$ cat src/rtl/jk_drive_sequencer.sv
// jk_drive_sequencer: drives J/K excitation for an external JK flop bank and verifies the feedback
module jk_drive_sequencer #(
    parameter int W           = 4,
    parameter bit TOGGLE_PREF = 1'b0
) (
    input  logic         clk,
    input  logic         rst,
    input  logic [W-1:0] target,
    input  logic         tgt_valid,
    output logic         tgt_ready,
    output logic [W-1:0] J,
    output logic [W-1:0] K,
    input  logic [W-1:0] Qfb,
    output logic         mismatch,
    output logic [7:0]   err_count,
    output logic         busy
);
    typedef enum logic [1:0] {IDLE, DRIVE, CHECK} state_t;
    state_t       state_q, state_d;
    logic [W-1:0] mq_q, mq_d, tq_q, tq_d, j_q, j_d, k_q, k_d;
    logic         mm_q, mm_d, xfer, diff;
    logic [7:0]   err_q, err_d;
    assign tgt_ready = (state_q == IDLE) && !rst;
    assign xfer      = tgt_valid && tgt_ready;
    assign diff      = Qfb != tq_q;
    assign busy      = state_q != IDLE;
    assign J         = j_q;
    assign K         = k_q;
    assign mismatch  = mm_q;
    assign err_count = err_q;
    // next state: latch target and excitation on transfer, verify feedback when leaving CHECK
    always_comb begin
        state_d = state_q;
        mq_d    = mq_q;
        tq_d    = tq_q;
        j_d     = '0;
        k_d     = '0;
        mm_d    = 1'b0;
        err_d   = err_q;
        case (state_q)
            IDLE: if (xfer) begin
                state_d = DRIVE;
                tq_d    = target;
                j_d     = TOGGLE_PREF ? (mq_q ^ target) : (target & ~mq_q);
                k_d     = TOGGLE_PREF ? (mq_q ^ target) : (mq_q & ~target);
            end
            DRIVE: state_d = CHECK;
            CHECK: begin
                state_d = IDLE;
                mm_d    = diff;
                mq_d    = diff ? Qfb : tq_q;
                err_d   = (diff && err_q != 8'hFF) ? err_q + 8'd1 : err_q;
            end
            default: state_d = IDLE;
        endcase
    end
    // state and registered outputs; reset abandons any operation in flight
    always_ff @(posedge clk or posedge rst) begin
        if (rst) begin
            state_q <= IDLE;
            mq_q    <= '0;
            tq_q    <= '0;
            j_q     <= '0;
            k_q     <= '0;
            mm_q    <= 1'b0;
            err_q   <= '0;
        end else begin
            state_q <= state_d;
            mq_q    <= mq_d;
            tq_q    <= tq_d;
            j_q     <= j_d;
            k_q     <= k_d;
            mm_q    <= mm_d;
            err_q   <= err_d;
        end
    end
endmodule

$ cat config.mk
export PLATFORM = sky130hd
export DESIGN_NAME = jk_drive_sequencer
export DESIGN_NICKNAME = d
export VERILOG_FILES = /design/src/rtl/jk_drive_sequencer.sv
export SDC_FILE = /design/constraint.sdc
export NUM_CORES = 1
export LEC_CHECK = 0
export CELL_PAD_IN_SITES_DETAIL_PLACEMENT = 1
export CELL_PAD_IN_SITES_GLOBAL_PLACEMENT = 1
export CORE_MARGIN = 2
export CORE_UTILIZATION = 37
export CTS_CLUSTER_SIZE = 14
export DETAILED_ROUTE_END_ITERATION = 10
export GPL_TIMING_DRIVEN = 0
export PLACE_DENSITY = 0.87
export SLEW_MARGIN = 20
export SYNTH_ARGS = -nofsm -noshare
export SYNTH_HDL_FRONTEND = slang
export SYNTH_SLANG_ARGS = --single-unit
$ cat constraint.sdc
create_clock -name clk -period 2.2 [get_ports clk]
set_input_delay 0.55 -clock clk [delete_from_list [all_inputs] [get_ports clk]]
set_output_delay 0.55 -clock clk [all_outputs]
set_load 0.1 [all_outputs]
# ---- After elaboration in Yosys (flattened, before gate mapping)
# Index checks and enable logic that the tools add are counted.
dict set report word_totals {
  latchBits 0
  input_bits 11
  word_cells 33
  mem_count 0
  mem_bits_rw 0
  register_bits 27
  output_inout_bits 19
  romBits 0
}
dict set report classes {
  order_cmp 0
  div_mod_pow 0
  n_mul 0
  n_reduce_logical 8
  shift 0
  add_sub_neg 1
  bitwise_logic 4
  n_eq_ne 5
  mux 8
}
# op count
set op_table {}
lappend op_table {{$mux 4} 5}
lappend op_table {{$add 8x1->8 const B} 1}
lappend op_table {{$and 4x4->4} 2}
lappend op_table {{$ne 8x8->1 const B} 1}
lappend op_table {{$not 4->4} 2}
lappend op_table {{$ne 4x4->1} 1}
lappend op_table {{$pmux 2 s2} 1}
lappend op_table {{$reduce_and 2->1} 2}
lappend op_table {{$logic_and 1x1->1} 3}
lappend op_table {{$eq 2x1->1 const B} 1}
lappend op_table {{$eq 2x2->1 const B} 1}
lappend op_table {{$logic_not 2->1} 1}
lappend op_table {{$mux 2} 1}
lappend op_table {{$ne 2x2->1 const B} 1}
lappend op_table {{$reduce_bool 2->1} 1}
lappend op_table {{$logic_not 1->1} 1}
lappend op_table {{$mux 1} 1}

# ---- Depth between registers and ports, before layout
dict set report depth {
  depth_word 5
  depth_mapped 5
  mapped_depth_nobuf 5
}

# ---- Worst setup path after synthesis
# No wires, ideal clock.
dict set report synth_path {
  kind {reg2reg}
  start {register state_q[1]}
  end {register tq_q[3]}
  arrival_ns 2.445
  synth_period_minus_slack_ns 2.570
  t_required_ns 2.075
  stages_incl_launch_ff 6
  setup_ns 0.125
  path_buffers 1
  slack_ns -0.370
  path_cell_list {dfrtp_1 or2_2 nor2_2 nand2_2 buf_6 mux2_2}
}
dict set report synth_between {
  elab_chain_len 4
}
# item line
set synth_rtl {}
lappend synth_rtl {{start, declared} 19} ;# state_t state_q, state_d;
lappend synth_rtl {{start signal, assigned} 68} ;# state_q <= state_d;
lappend synth_rtl {{$logic_not 2->1} 23} ;# assign tgt_ready = (state_q == IDLE) && !rst;
lappend synth_rtl {{$logic_and 1x1->1} 23}
lappend synth_rtl {{net tgt_ready} 10} ;# output logic tgt_ready,
lappend synth_rtl {{$logic_and 1x1->1} 24} ;# assign xfer = tgt_valid && tgt_ready;
lappend synth_rtl {{$reduce_and 2->1 (no line)} -}
lappend synth_rtl {{end signal, assigned} 70} ;# tq_q <= tq_d;
lappend synth_rtl {{end, declared} 20} ;# logic [W-1:0] mq_q, mq_d, tq_q, tq_d, j_q, j_d, k_q, k_d;
# The timed path passes the listed nets, and every way through them passes these cells.
# A chain may end at the register's enable or synchronous reset.

# ---- Worst setup path in the final report
dict set report layout_path {
  start {register state_q[1]}
  end {output busy}
}
dict set report layout_between {
  elab_chain_len 1
}
# item line
set layout_rtl {}
lappend layout_rtl {{$reduce_bool 2->1} 26} ;# assign busy = state_q != IDLE;
lappend layout_rtl {{end, declared} 16} ;# output logic busy
# Every way passes these cells.

==> metrics.cfg <==
[status]
outcome = finished clean

[floorplan]
pin_count = 30
core_box_area_sq_um = 3000
fp.dieH_um = 59.8
floorplan.initialDensity_pct = 38.3
die_area_sq_um = 3570
die_width_um = 59.8
rows = 20

[place]
dp_worst_setup_slack_ns = -0.652
port_buffers = 29
detailed_place_hpwl_mm = 1.79
gp_congestion = 0.758

[drt]
postRouteAntennaNets = 0
route.detailed.drc = 0
dr.first_iter.drc_count = 14
routed-via-count = 824
drt-total-wl_mm = 2.39
detailedRoute.firstPassIterationCount = 3
avgViaCountPerCell = 5.09
wl_per_cell_um = 14.7

[yosys]
ys_async_sr_fraction_pct = 100
syn_area_cell_sq_um = 12.0
synth.ff_latch_count = 27
area_share_of_the_largest_cell_type_after_synthesis_pct = 58.7
synth_edf_count = 0
number_of_distinct_library_cells_after_synthesis = 22
synthTopCellsByCount = 27 x sky130_fd_sc_hd__dfrtp_1, 16 x sky130_fd_sc_hd__nand2_1, 9 x sky130_fd_sc_hd__xor2_1
synth_cells = 96
post-synth-top-area-cell = sky130_fd_sc_hd__dfrtp_1
synthMostInstantiatedCell = sky130_fd_sc_hd__dfrtp_1
yosysSeqAreaShare_pct = 58.7
yosys-top-cells-area = sky130_fd_sc_hd__dfrtp_1 59%, sky130_fd_sc_hd__mux2_2 6.8%, sky130_fd_sc_hd__xor2_1 6.8%, sky130_fd_sc_hd__nand2_1 5.2%, sky130_fd_sc_hd__nor3b_1 5.2%
syn_nets = 108
synthFlopType = sky130_fd_sc_hd__dfrtp_1
synthesis.yosys.warnings = 0
netlist_area_sq_um = 1150

[clock_network]
max-clock-path-buffers = 2
clk_root_buffer_cell = sky130_fd_sc_hd__clkbuf_4
tritoncts.num_buffers = 3
tritoncts = built
post-cts-setup-buffer-count = 0
cts-htree-levels = 1
clock_latency_ns = 0.31
clock_sinks = 27
clock_pin_slew_on_the_worst_setup_and_hold_paths_ns = 0.14

[grt]
number_of_global_route_vias_before_repair = 903
grt_first_pass_wirelength_mm = 4.08
antenna_found_initial = 0
globalRouteTotalUtil_pct = 15.4
grt_overflow_total = 0
grt_max_degree = 28

[pwr]
p_leak_nw = 0.696
cellPowerDensity_nw_per_um2 = 1290
max-vdd-ir-drop_mv = 0.941
fin_total_pwr_w = 0.00191

[critical_path]
worst_path_dominant_cell_family = buffers and inverters
critPathRequiredTime_ns = 1.65
crit_path_start_kind = flop
crit_cells = 2
crit-reg2reg-launch = err_count[0]
path_cells = or2_2, clkdlybuf4s15_2
path_class = reg2out
worst-path-buf-inv = 1
regToRegSetupSlack_ns = 0.50
path_max_fanout = 4
rr_worst_depth = 5
worst_path_largest_cell_delay_ns = 0.47
worst_r2r_endpoint = err_count[6]
type_of_element_capturing_the_critical_path = output port
timing.critical_path.arrival_ns = 1.56
critPathSlowestCell = sky130_fd_sc_hd__clkdlybuf4s15_2

[finish]
layout-area-overhead-vs-synth_pct = 28.3
utilization_pct = 49.2
antenna_cells = 0
num-fill-cells = 330
layout-drive-gt1-share_pct = 23.3
finish.net_count = 142

[hold_path]
hold_critical_path_endpoint = J[2]
hold_path_depth = 1
hold_start = mq_q[2]
hold_path.class = reg2reg

[timing]
fin_crit_ns = 2.11
smallest_hold_slack_ns = 0.459
min_period_over_period_pct = 95.8
slew_headroom_pct = 35.7
report.final.setup_viol = 0
max_freq_ghz = 0.474
timing.setup.tns_ns = 0
clock-skew-final_ns = 0.00241
tightestPinTransition_ns = 0.968
finalWorstSetupSlack_ns = 0.0923
rsz_0062_raised_after_global_routing = no
hold_viol_final = 0
maxSlewViolCount = 0

[job]
cap_viol_max_count = 0

[routing by layer]
| layer | vias up | share of wire [%] | track usage (%) | wire length, um |
|---|---|---|---|---|
| li1 | 391 | - | - | - |
| met2 | 22 | 50 | 26.1 | 1190 |
| met3 | 2 | 5.1 | 3.25 | 121 |
| met4 | 0 | 0.46 | 3.81 | 11 |
| met1 | 409 | 45 | 20.1 | 1070 |
| met5 | - | 0 | 0 | 0 |
[final cells by class]
| class | instances | area (sq um) | share of cell area [%] |
|---|---|---|---|
| well taps | 33 | 41.3 | 2.80 |
| inverters | 2 | 7.51 | 0.508 |
| plain buffers | 2 | 15.0 | 1.02 |
| clock buffers | 4 | 26.3 | 1.78 |
| repair buffers | 29 | 250 | 16.9 |
| multi-input cells | 65 | 458 | 31.0 |
| flip-flops and latches | 27 | 678 | 45.9 |
[timing repair]
action | CTS | global route
resized for setup | 30 | 12
setup endpoints to repair | 19 | 7
hold buffers | 0 | 0
pin swaps | 0 | 0
[placed cells by master (no fill, tap or decap), types with 4 or more instances in the layout]
| master | synthesis | routed |
|---|---|---|
| sky130_fd_sc_hd__clkbuf_2 | 0 | 6 |
| sky130_fd_sc_hd__clkbuf_4 | 0 | 4 |
| sky130_fd_sc_hd__clkdlybuf4s50_1 | 0 | 10 |
| sky130_fd_sc_hd__dfrtp_1 | 27 | 25 |
| sky130_fd_sc_hd__dlygate4sd2_1 | 0 | 9 |
| sky130_fd_sc_hd__mux2_2 | 7 | 7 |
| sky130_fd_sc_hd__nand2_1 | 16 | 16 |
| sky130_fd_sc_hd__nor3_1 | 4 | 4 |
| sky130_fd_sc_hd__nor3b_1 | 8 | 8 |
| sky130_fd_sc_hd__xor2_1 | 9 | 9 |
[stage by stage]
step / std cells / instance area (sq um)
after floorplan: 96 / 1160
after detailed placement: 158 / 1490
final: 162 / 1480
after global placement: 158 / 1490
after CTS: 162 / 1500
after global routing: 162 / 1480
[power breakdown]
group	internal, W	switching [W]
sequential	0.000613	0.000130
combinational	0.000203	0.000756
clock	0.0000708	0.000139
total	0.000886	0.00103
[kinds of logic after synthesis]
family | after synthesis | share of synthesized area, %
simple gates | 48 | 24.6
mux | 7 | 6.85
buf+inv | 4 | 1.96
flops | 27 | 58.7
fa+ha+maj | 1 | 1.09
xor+xnor | 9 | 6.85
[flip-flops by register name, indices dropped and copies added (netlist names)]
| name | cells |
|---|---|
| mq_q | 4 |
| tq_q | 4 |
| err_count | 8 |
| mismatch | 1 |
| J | 4 |
| state_q | 2 |
| K | 4 |
[worst max path at each step]
stage	start	endpoint	slack (ns)
final	state_q[1]	busy	0.09
after detailed placement	rst	tgt_ready	-0.65
after global routing	state_q[1]	busy	0.02
after global placement	rst	tgt_ready	-0.63
after CTS	err_count[0]	err_count[0]	0.008
after floorplan	state_q[1]	tq_q[3]	-0.01
(Power assumes the default switching activity.)
